**config.mk**
```make
export PLATFORM = sky130hd
export DESIGN_NAME = counter_capture
export DESIGN_NICKNAME = d
export VERILOG_FILES = /design/src/rtl/counter_pkg.sv /design/src/rtl/counter_capture_fifo.sv /design/src/rtl/counter_capture.sv
export SDC_FILE = /design/constraint.sdc
export NUM_CORES = 1
export LEC_CHECK = 0
export BUFFER_PORTS_ARGS = -buffer_cell sky130_fd_sc_hd__buf_2
export CORE_MARGIN = 2
export CORE_UTILIZATION = 58
export DETAILED_ROUTE_END_ITERATION = 8
export PLACE_DENSITY = 0.79
export SLEW_MARGIN = 20
export SYNTH_ARGS = -nofsm -noshare
export SYNTH_HDL_FRONTEND = slang
export SYNTH_SLANG_ARGS = --single-unit
```
**constraint.sdc**
```tcl
create_clock -name clock -period 3.07 [get_ports clock]
set_input_delay 0.614 -clock clock [delete_from_list [all_inputs] [get_ports clock]]
set_output_delay 0.614 -clock clock [all_outputs]
set_load 0.01 [all_outputs]
```
**src/rtl/counter_pkg.sv**
```systemverilog
// counter_pkg: shared widths and constants for the counter capture slice
package counter_pkg;

    localparam int COUNT_W = 5;
    localparam int WRAP_W  = 3;
    localparam int SNAP_W  = WRAP_W + COUNT_W;
    localparam int DEPTH   = 4;

    function automatic int level_w(input int depth);
        return $clog2(depth + 1);
    endfunction

endpackage

```
**src/rtl/counter_capture_fifo.sv**
```systemverilog
// counter_capture_fifo: generic first-word-fall-through FIFO with occupancy register
module counter_capture_fifo #(
    parameter int Width = 8,
    parameter int Depth = 4
) (
    input  logic                       clock,
    input  logic                       reset,
    input  logic                       push,
    input  logic [Width-1:0]           din,
    input  logic                       pop,
    output logic [Width-1:0]           dout,
    output logic [$clog2(Depth+1)-1:0] level,
    output logic                       full,
    output logic                       empty
);

    localparam int PW = $clog2(Depth);
    localparam int LW = $clog2(Depth + 1);

    logic [Width-1:0] mem [Depth];
    logic [PW-1:0]    rd_ptr;
    logic [PW-1:0]    wr_ptr;
    logic             do_pop;
    logic             do_push;

    assign do_pop  = pop & !empty;
    assign do_push = push & (!full | do_pop);
    assign full    = level == LW'(Depth);
    assign empty   = level == '0;
    assign dout    = mem[rd_ptr];

    // storage, power-of-2 pointers that wrap on their own, and occupancy count
    always_ff @(posedge clock or negedge reset) begin
        if (!reset) begin
            for (int i = 0; i < Depth; i++) mem[i] <= '0;
            rd_ptr <= '0;
            wr_ptr <= '0;
            level  <= '0;
        end else begin
            if (do_push) begin
                mem[wr_ptr] <= din;
                wr_ptr      <= wr_ptr + PW'(1);
            end
            if (do_pop) rd_ptr <= rd_ptr + PW'(1);
            level <= level + LW'(do_push) - LW'(do_pop);
        end
    end

endmodule

```
**src/rtl/counter_capture.sv**
```systemverilog
// counter_capture: snapshots count plus wrap tally on trigger into a FWFT FIFO
// (wrap tally present only when COUNTER_CAPTURE_WRAP_EN is defined)
module counter_capture
    import counter_pkg::*;
#(
    parameter int Size     = COUNT_W,
    parameter int Depth    = DEPTH,
    parameter int WrapBits = WRAP_W
) (
    input  logic                        clock,
    input  logic                        reset,
    input  logic [Size-1:0]             count,
    input  logic                        trigger,
    output logic                        out_valid,
    input  logic                        out_ready,
    output logic [WrapBits+Size-1:0]    out_data,
    output logic [level_w(Depth)-1:0]   level,
    output logic                        full,
    output logic                        empty,
    output logic                        dropped
);

    logic                pop;
    logic                push;
    logic [WrapBits-1:0] tally_next;

    assign out_valid = !empty;
    assign pop       = out_valid & out_ready;
    assign push      = trigger & (!full | pop);

`ifdef COUNTER_CAPTURE_WRAP_EN
    logic [Size-1:0]     prev_count;
    logic [WrapBits-1:0] wrap_tally;
    logic                wrap_now;

    assign wrap_now   = count < prev_count;
    assign tally_next = wrap_tally + WrapBits'(wrap_now);

    // any decrease of count, including a counter reset, bumps the tally
    always_ff @(posedge clock or negedge reset) begin
        if (!reset) begin
            prev_count <= '0;
            wrap_tally <= '0;
        end else begin
            prev_count <= count;
            wrap_tally <= tally_next;
        end
    end
`else
    assign tally_next = '0;
`endif

    // sticky loss flag: trigger arrived while full with no slot freed
    always_ff @(posedge clock or negedge reset) begin
        if (!reset) dropped <= 1'b0;
        else if (trigger & full & !pop) dropped <= 1'b1;
    end

    counter_capture_fifo #(
        .Width(WrapBits + Size),
        .Depth(Depth)
    ) fifo (
        .clock(clock),
        .reset(reset),
        .push(push),
        .din({tally_next, count}),
        .pop(pop),
        .dout(out_data),
        .level(level),
        .full(full),
        .empty(empty)
    );

endmodule
```
== Word-level counts from Yosys, hierarchy flattened ==
Index checks and enable logic that the tools add are counted.
Operators by class
  equal/unequal tests: 1
  $add $sub $neg: 4
  bitwise operators: 10
  reduce and logical (&&, ||, !) cells: 5
  mux-type cells: 6
  order comparisons: 3
Operators with widths (count)
  $bwmux W32: 1
  $mux W8: 3
  $bmux W8 S2: 1
  $demux W8 S2: 1
  $and A1 B1 Y1: 6
  $ge A3 B3 Y1 const B: 2
  $not A2 Y3: 2
  $add A2 B1 Y2 const B: 2
  $add A3 B1 Y3: 1
  $eq A3 B3 Y1 const B: 1
  $logic_not A1 Y1: 3
  $logic_not A3 Y1: 1
  $lt A3 B1 Y1 const B: 1
  $sub A3 B1 Y3: 1
  $or A1 B1 Y1: 2
  $logic_and A1 B1 Y1: 1
Storage, ports and cells
  logic and storage cells: 37
  bits of input ports: 9
  register bits: 40

== Logic depth before layout (Yosys ltp) ==
Gate-level depths: netlist of run 1.
  depth after elaboration: 8
  mapped depth: 7
  depth with buffers taken out: 7

== By module ==
A second synthesis of run 1 with hierarchy kept.
Unflattened totals
  cell total of the unflattened synthesis: 119
  area, all modules: 1854.3 um^2
Modules (own cells, without submodules)
  counter_capture_fifo: cells each 112, times used 1, area each 1788.0 um^2
  counter_capture: cells each 7, times used 1, area each 66.3 um^2

== Least setup slack after synthesis of run 1 ==
No wires, ideal clock.
  kind: input-to-reg
  start point: input out_ready
  end point: register fifo.level[2]
  buffers on the path: 0
  library setup time: 128 ps
  stages on the path: 6
  data arrival time: 1969 ps
  setup slack: 973 ps
  cell sequence: nor4b_4 nor2b_1 ha_1 fa_1 xor2_1 xnor2_1
On the way
  word-level cells in the longest chain between the ends: 6
Ends and longest elaborated chain
  start: declaration: line counter_capture.sv:15  | input logic out_ready,
  $and A1 B1 Y1 (*): line counter_capture.sv:28  | assign pop = out_valid & out_ready;
  $or A1 B1 Y1 / $and A1 B1 Y1 (equally long branches): line counter_capture.sv:29, counter_capture_fifo.sv:26
  $and A1 B1 Y1 / $or A1 B1 Y1 (equally long branches): line counter_capture.sv:29, counter_capture_fifo.sv:27
  $and A1 B1 Y1 (*): line counter_capture_fifo.sv:27  | assign do_push = push & (!full | do_pop);
  net fifo.do_push: line counter_capture_fifo.sv:24  | logic do_push;
  $add A3 B1 Y3 (*): line counter_capture_fifo.sv:45  | level <= level + LW'(do_push) - LW'(do_pop);
  $sub A3 B1 Y3 (*): line counter_capture_fifo.sv:45
  end signal: assignment: line counter_capture_fifo.sv:45
  end: declaration: line counter_capture_fifo.sv:12  | output logic [$clog2(Depth+1)-1:0] level,
Mark *: on every way through the listed nets, which the timed path passes. The rest lies on a longest branch.
A chain may end at the register's enable or synchronous reset.

== Worst setup path after layout of run 1 ==
  start point: register fifo.rd_ptr[0]
  end point: output out_data[0]
On the way
  word-level cells in the longest chain between the ends: 4
Ends and longest elaborated chain
  start: declaration: line counter_capture_fifo.sv:21  | logic [PW-1:0] rd_ptr;
  start signal: assignment: line counter_capture_fifo.sv:44  | if (do_pop) rd_ptr <= rd_ptr + PW'(1);
  $not A2 Y3 (implied by the code): line counter_capture_fifo.sv:30  | assign dout = mem[rd_ptr];
  $bmux W8 S2: line counter_capture_fifo.sv:30
  $mux W8 (implied by the code) (2 in a row): line counter_capture_fifo.sv:30
  end: declaration: line counter_capture.sv:16  | output logic [WrapBits+Size-1:0] out_data,
No other way between the ends. The select of a mux whose other input is x is not followed.

==> results_dict.tcl, run 1 <==
set metrics [dict create \
    status "completed" \
    cp_top_family "flip-flops" \
    worstReg2RegEnd "fifo.level[2]$_DFF_PN0_" \
    clockBufferDepth 2 \
    grtUsageMet3_pct 5.460 \
    p_sw_share_pct 33.49 \
    layout.cells.non_filler 143 \
    viasPerCell 5.476 \
    drc 0 \
    rsz0062_at_grt "no" \
    reg2reg_depth 7 \
    path_buf_inv 1 \
    antenna_found_initial 0 \
    synth_edf_count 0 \
    timing.rr.start "fifo.level[0]$_DFF_PN0_" \
    wl_per_cell_um 15.73 \
    min_period_ps 2301 \
    ctsHoldBuffers 0 \
    asyncSetResetFlopFracSynth_pct 100.0 \
    synth_commonest_cells "28 x dfrtp_1, 21 x mux2_2, 7 x inv_1" \
    final-seq-area_um2 700.7 \
    setup-violations-final 0 \
    start_util_pct 61.28 \
    die_w_um 52.11 \
    clkLatencyLatePin_ps 330 \
    cp_slowest_cell "dfrtp_1" \
    hold_violations 0 \
    ys.flop_type "dfrtp_1" \
    p_switching_mw 0.5581 \
    grt_use_total_pct 19.71 \
    required_ps 2460 \
    die-area_um2 2715 \
    totalPowerFinal_mw 1.667 \
    first_pass_iters 4 \
    syn_to_final_growth_pct 12.21 \
    power.leakage_nw 0.7100 \
    synthesis.instances 94 \
    antennaDiodeCount 0 \
    post-route-period-util_pct 74.94 \
    cp_max_fo 7 \
    clk_pin_slew_ps 150 \
    nets 132 \
    grt-busiest-layer "met2" \
    internal_power_mw 1.108 \
    cts_tree "done" \
    htreeDepth 1 \
    ys_ff_latch 28 \
    grt_max_degree 29 \
    clkSinkCount 28 \
    clkPwrFrac_pct 14.3 \
    grt_use_met2_pct 34.18 \
    final.fill_count 164 \
    critPathKind "register to output pin" \
    met1_usage_pct 23.09 \
    worst_pin_slew_ps 612.5 \
    ant_nets 0 \
    io_pins 24 \
    rows 17 \
    slew_headroom_pct 59.17 \
    gp_congestion 0.7011 \
    drt-total-wl_mm 2.250 \
    startpoint_type "register" \
    worstPathArrival_ps 1690 \
    fin_area_um2 1506 \
    max_freq_mhz 434.7 \
    path_cells "mux4_2 -> buf_2" \
    combPwrFrac_pct 42.4 \
    synth_top_area_share_pct 52.19 \
    ys.warnings.count 0 \
    syn_area_um2 1343 \
    cts_buffers 3 \
    syn_area_per_cell_um2 14.28 \
    fin_setup_tns_ps 0 \
    synth_area_leader_cell "dfrtp_1" \
    first_iter_violations 9 \
    placed_area_um2 1454 \
    yosysUniqueCellTypes 20 \
    multi_input_area_um2 591.8 \
    clock-skew-final_ps 18.36 \
    p_seq_share_pct 43.3 \
    dp_hpwl_mm 1.660 \
    end_kind "output pin" \
    cts-resized-gates 0 \
    utilization_pct 68.76 \
    io_buffers 20 \
    critPathMaxStageDelay_ps 630 \
    post-cts-setup-buffers 0 \
    netlist_top_cells_area "dfrtp_1 52%, mux2_2 18%, mux4_2 8.4%, ha_1 5.6%, inv_1 2.0%" \
    grt-ovfl-total 0 \
    cellPowerDensity_nw_per_um2 1106 \
    die_y_um 52.11 \
    hold_path_class "primary input to async pin" \
    vias 783 \
    grt_pass1_vias 832 \
    dp_cells 139 \
    reg2reg_slack_ps 940 \
    drive_gt1_share_pct 44.35 \
    root_buffer "clkbuf_4" \
    slew_violations 0 \
    cap_violations 0 \
    grt_pass1_wl_mm 3.712 \
    yosysMostFrequentCell "dfrtp_1" \
    max-vdd-ir-drop_v 0.0006226 \
    yosysSeqAreaShare_pct 52.19 \
    design.core.area_um2 2191 \
]
==> power by group through the flow <==
stage	clock (mW)	combinational, mW	sequential (mW)
after CTS	0.246	0.721	0.724
after global placement	0	0.683	0.713
final	0.238	0.707	0.721
after detailed placement	0	0.723	0.731
after floorplan	0	0.552	0.670
after global routing	0.258	0.776	0.751
==> sequential cells by signal, indices dropped and copies added, names as in the netlist <==
signal and cells:
fifo.mem 20, fifo.wr_ptr 2, dropped 1, fifo.rd_ptr 2
fifo.level 3
==> stage by stage <==
step	setup slack (ps)	hold WS, ps
global route	679.0	287.3
global placement	779.5	452.5
detailed placement	720.0	447.5
floorplan	972.7	318.4
CTS	745.0	271.2
finish	769.5	264.2
==> per-layer routing <==
metal,share of wire [%],vias up
met5,0,-
li1,-,359
met2,52,18
met3,3.9,2
met1,44,404
met4,0.58,0
==> cell usage in the layout, fill, tap and decap left out <==
master / n
a21o_1: 1
and3_1: 1
buf_2: 20
bufinv_16: 1
clkbuf_4: 3
conb_1: 3
dfrtp_1: 28
fa_1: 1
ha_1: 6
inv_1: 7
mux2_2: 21
mux4_2: 5
nand2_1: 5
nor2_1: 4
nor2b_1: 1
nor4b_4: 1
o31a_1: 1
or3_1: 1
xnor2_1: 3
xor2_1: 2
==> worst max path at each step <==
stage | to | cells past startpoint | slack [ps] | startpoint
global placement | fifo.level[2]$_DFF_PN0_ | 7 | 780 | out_ready
detailed placement | fifo.level[2]$_DFF_PN0_ | 7 | 720 | out_ready
global route | out_data[0] | 2 | 680 | fifo.rd_ptr[0]$_DFFE_PN0N_
floorplan | fifo.level[2]$_DFF_PN0_ | 6 | 970 | out_ready
finish | out_data[0] | 2 | 770 | fifo.rd_ptr[0]$_DFFE_PN0N_
CTS | out_data[0] | 2 | 740 | fifo.rd_ptr[0]$_DFFE_PN0N_
==> kinds of logic after synthesis <==
group                      share of synthesized area, %
muxes                                             26.00
xor gates and xnor gates                          3.262
DFF                                               52.19
AOI/OAI and AO/OA                                 1.212
and+or+nand+nor                                   5.686
buffers and inverters                             4.287
adders and majority gates                         7.083
other                                            0.2793
==> layout make-up <==
cell class,count,share of cell area [%]
Sequential cell,28,46.51
Multi-Input combinational cell,56,39.29
Timing Repair Buffer,20,6.645
Tap cell,28,2.326
Clock inverter,1,1.993
Inverter,7,1.744
Clock buffer,3,1.495
==> worst register-to-register path, stage by stage, from the launching register on <==
cell	delay [ps]
dfrtp_1	470
o31a_1	370
ha_1	280
inv_1	30
ha_1	190
fa_1	390
xor2_1	160
xnor2_1	130
Note: power is estimated with default switching activity, not from simulation.
==> inputs of run 2 (changes only) <==
--- a/config.mk
+++ b/config.mk
@@ -5,11 +5,12 @@
 export SDC_FILE = /design/constraint.sdc
 export NUM_CORES = 1
 export LEC_CHECK = 0
+export ABC_AREA = 1
 export BUFFER_PORTS_ARGS = -buffer_cell sky130_fd_sc_hd__buf_2
 export CORE_MARGIN = 2
-export CORE_UTILIZATION = 58
+export CORE_UTILIZATION = 49
 export DETAILED_ROUTE_END_ITERATION = 8
-export PLACE_DENSITY = 0.79
+export PLACE_DENSITY = 0.71
 export SLEW_MARGIN = 20
 export SYNTH_ARGS = -nofsm -noshare
 export SYNTH_HDL_FRONTEND = slang
==> constraint.sdc (replaced) <==
create_clock -name clock -period 1.9 [get_ports clock]
set_input_delay 0.38 -clock clock [delete_from_list [all_inputs] [get_ports clock]]
set_output_delay 0.38 -clock clock [all_outputs]
set_load 0.01 [all_outputs]
==> results_dict.tcl, run 2 <==
set metrics [dict create \
    synth_xor_area_share_pct 1.804 \
    yosysUniqueCellTypes 20 \
    top_register "fifo.mem" \
    grt_use_total_pct 19.21 \
    p_seq_share_pct 38.6 \
    cellPowerDensity_nw_per_um2 1697 \
    antennaDiodeCount 0 \
    synthesis.instances 170 \
    design.core.area_um2 2781 \
    hold_violations 0 \
    asyncSetResetFlopFracSynth_pct 100.0 \
    clkLatencyLatePin_ps 330 \
    max-vdd-ir-drop_v 0.001146 \
    syn_area_per_cell_um2 8.567 \
    die_y_um 58.52 \
    grtUsageMet3_pct 4.835 \
    final.fill_count 257 \
    grt_use_met2_pct 29.05 \
    final_cell_mix "50 x nand2_1, 26 x dfrtp_1, 20 x nand4_1, 20 x buf_2, 12 x inv_1" \
    met1_usage_pct 27.69 \
    grt_pass1_vias 1112 \
    slew_violations 0 \
    cap_violations 0 \
    synth_commonest_cells "52 x nand2_1, 28 x dfrtp_1, 20 x nand4_1" \
    cts_tree "done" \
    critPathMaxStageDelay_ps 420 \
    io_pins 24 \
    synth_top_family_by_area "simple AND/OR/NAND/NOR gates" \
    rows 19 \
    p_switching_mw 1.158 \
    viasPerCell 5.549 \
    post-route-period-util_pct 94.54 \
    start_util_pct 52.36 \
    startpoint_type "register" \
    vias 1243 \
    required_ps 1520 \
    clkSinkCount 28 \
    layout_commonest_cell "nand2_1" \
    clock-skew-final_ps 5.260 \
    setup-violations-final 0 \
    reg2reg_depth 8 \
    syn_area_um2 1456 \
    utilization_pct 59.65 \
    grt-busiest-layer "met2" \
    synth_top_area_share_pct 48.11 \
    die_w_um 58.52 \
    largest_reg_flops 20 \
    clk_pin_slew_ps 150 \
    gp_congestion 0.7759 \
    timing.rr.start "fifo.level[0]$_DFF_PN0_" \
    nets 210 \
    status "completed" \
    max_freq_mhz 556.7 \
    cp_max_fo 11 \
    end_kind "output pin" \
    drt-total-wl_mm 2.975 \
    ys_ff_latch 28 \
    synthAdderAreaFrac_pct 6.529 \
    htreeDepth 1 \
    io_buffers 20 \
    reg2reg_slack_ps 110 \
    grt_max_degree 29 \
    combPwrFrac_pct 47.5 \
    cts_buffers 3 \
    clockBufferDepth 2 \
    synth_mux_area_share_pct 0 \
    fin_area_um2 1659 \
    yosysMostFrequentCell "nand2_1" \
    synth_area_leader_cell "dfrtp_1" \
    hold_path_class "primary input to async pin" \
    drive_gt1_share_pct 21.76 \
    worstReg2RegEnd "fifo.level[1]$_DFF_PN0_" \
    power.leakage_nw 0.8769 \
    p_sw_share_pct 41.14 \
    dp_hpwl_mm 2.203 \
    grt_pass1_wl_mm 5.057 \
    slew_headroom_pct 60.36 \
    critPathKind "register to output pin" \
    layout.cells.non_filler 224 \
    ys.flop_type "dfrtp_1" \
    wl_per_cell_um 13.28 \
    syn_to_final_growth_pct 13.92 \
    drc 0 \
    clkPwrFrac_pct 13.9 \
    fin_ws_ps 103.8 \
    ant_nets 0 \
    pre_cts_slack_ps 32.57 \
    die-area_um2 3425 \
    path_cells "clkinvlp_4 -> o21ai_0 -> o22ai_1 -> buf_2" \
    internal_power_mw 1.657 \
    first_pass_iters 4 \
    min_period_ps 1796 \
    yosysSeqAreaShare_pct 48.11 \
    ys.warnings.count 0 \
    worstPathArrival_ps 1420 \
    dp_cells 218 \
    placed_area_um2 1582 \
    yosys.area_share.simple_pct 28.18 \
    synth-compound-area-share_pct 6.701 \
    cp_slowest_cell "dfrtp_1" \
    root_buffer "clkbuf_4" \
    grt-ovfl-total 0 \
    top_regs "fifo.mem (20), fifo.level (3)" \
    first_iter_violations 38 \
    antenna_found_initial 0 \
    netlist_top_cells_area "dfrtp_1 48%, nand2_1 13%, nand4_1 8.6%, ha_1 5.2%, o21ai_0 3.8%" \
    worst_pin_slew_ps 594.6 \
    synth_edf_count 0 \
]
==> run 2: worst max-delay path, delay by kind of cell, from the launching register on <==
family	cells	cell delay, ps
compound gates	2	320
buf+inv	2	350
flops	1	420
==> run 2: layout make-up <==
class,count,area [um2],share of cell area [%]
Clock inverter,1,30.03,1.810
Multi-Input combinational cell,120,655.6,39.52
Inverter,14,56.30,3.394
Sequential cell,28,703.2,42.38
Timing Repair Buffer,27,152.6,9.201
Clock buffer,3,22.52,1.357
Tap cell,31,38.79,2.338
==> run 2: layer usage <==
| layer | vias to the layer above | share of wire (%) |
|---|---|---|
| met5 | - | 0 |
| met4 | 0 | 0.77 |
| met3 | 2 | 6.5 |
| met2 | 41 | 46 |
| met1 | 595 | 46 |
| li1 | 605 | - |
==> run 2: cells by family after synthesis <==
group | count (synthesis)
AO/OA/AOI/OAI | 17
adder cells (fa/ha/maj) | 7
flip-flops | 28
buffers and inverters | 24
XOR/XNOR | 3
other | 1
AND/OR/NAND/NOR | 90
==> run 2: worst max path at each step <==
stage | startpoint | end | cells past startpoint
3_3_place_gp | fifo.level[1]$_DFF_PN0_ | fifo.level[2]$_DFF_PN0_ | 9
6_report | fifo.rd_ptr[0]$_DFFE_PN0N_ | out_data[3] | 4
4_1_cts | fifo.level[1]$_DFF_PN0_ | fifo.level[2]$_DFF_PN0_ | 9
5_1_grt | fifo.rd_ptr[0]$_DFFE_PN0N_ | out_data[3] | 4
3_5_place_dp | fifo.level[1]$_DFF_PN0_ | fifo.level[2]$_DFF_PN0_ | 9
2_1_floorplan | fifo.level[1]$_DFF_PN0_ | fifo.level[2]$_DFF_PN0_ | 9
==> run 2: what timing repair did <==
action	4_1_cts	5_1_grt
setup buffers	0	2
setup endpoints to repair	0	3
endpoints found under the hold margin	0	0
hold buffers	0	0
resized for setup	0	6
==> run 2: power by group through the flow <==
stage               combinational (mW)  sequential [mW]  clock [mW]
detailed placement                1.29             1.09           0
CTS                               1.30             1.08       0.403
global route                      1.52             1.13       0.420
global placement                  1.25             1.08           0
finish                            1.34             1.09       0.390
floorplan                        0.895             1.07           0
==> run 2: per-stage QoR <==
stage	setup TNS, ps	hold WS [ps]	power, mW
3_5_place_dp	0	430.3	2.388
5_1_grt	-7.352	69.09	3.065
2_1_floorplan	0	84.41	1.968
6_report	0	31.79	2.815
4_1_cts	0	49.30	2.779
3_3_place_gp	0	425.3	2.332
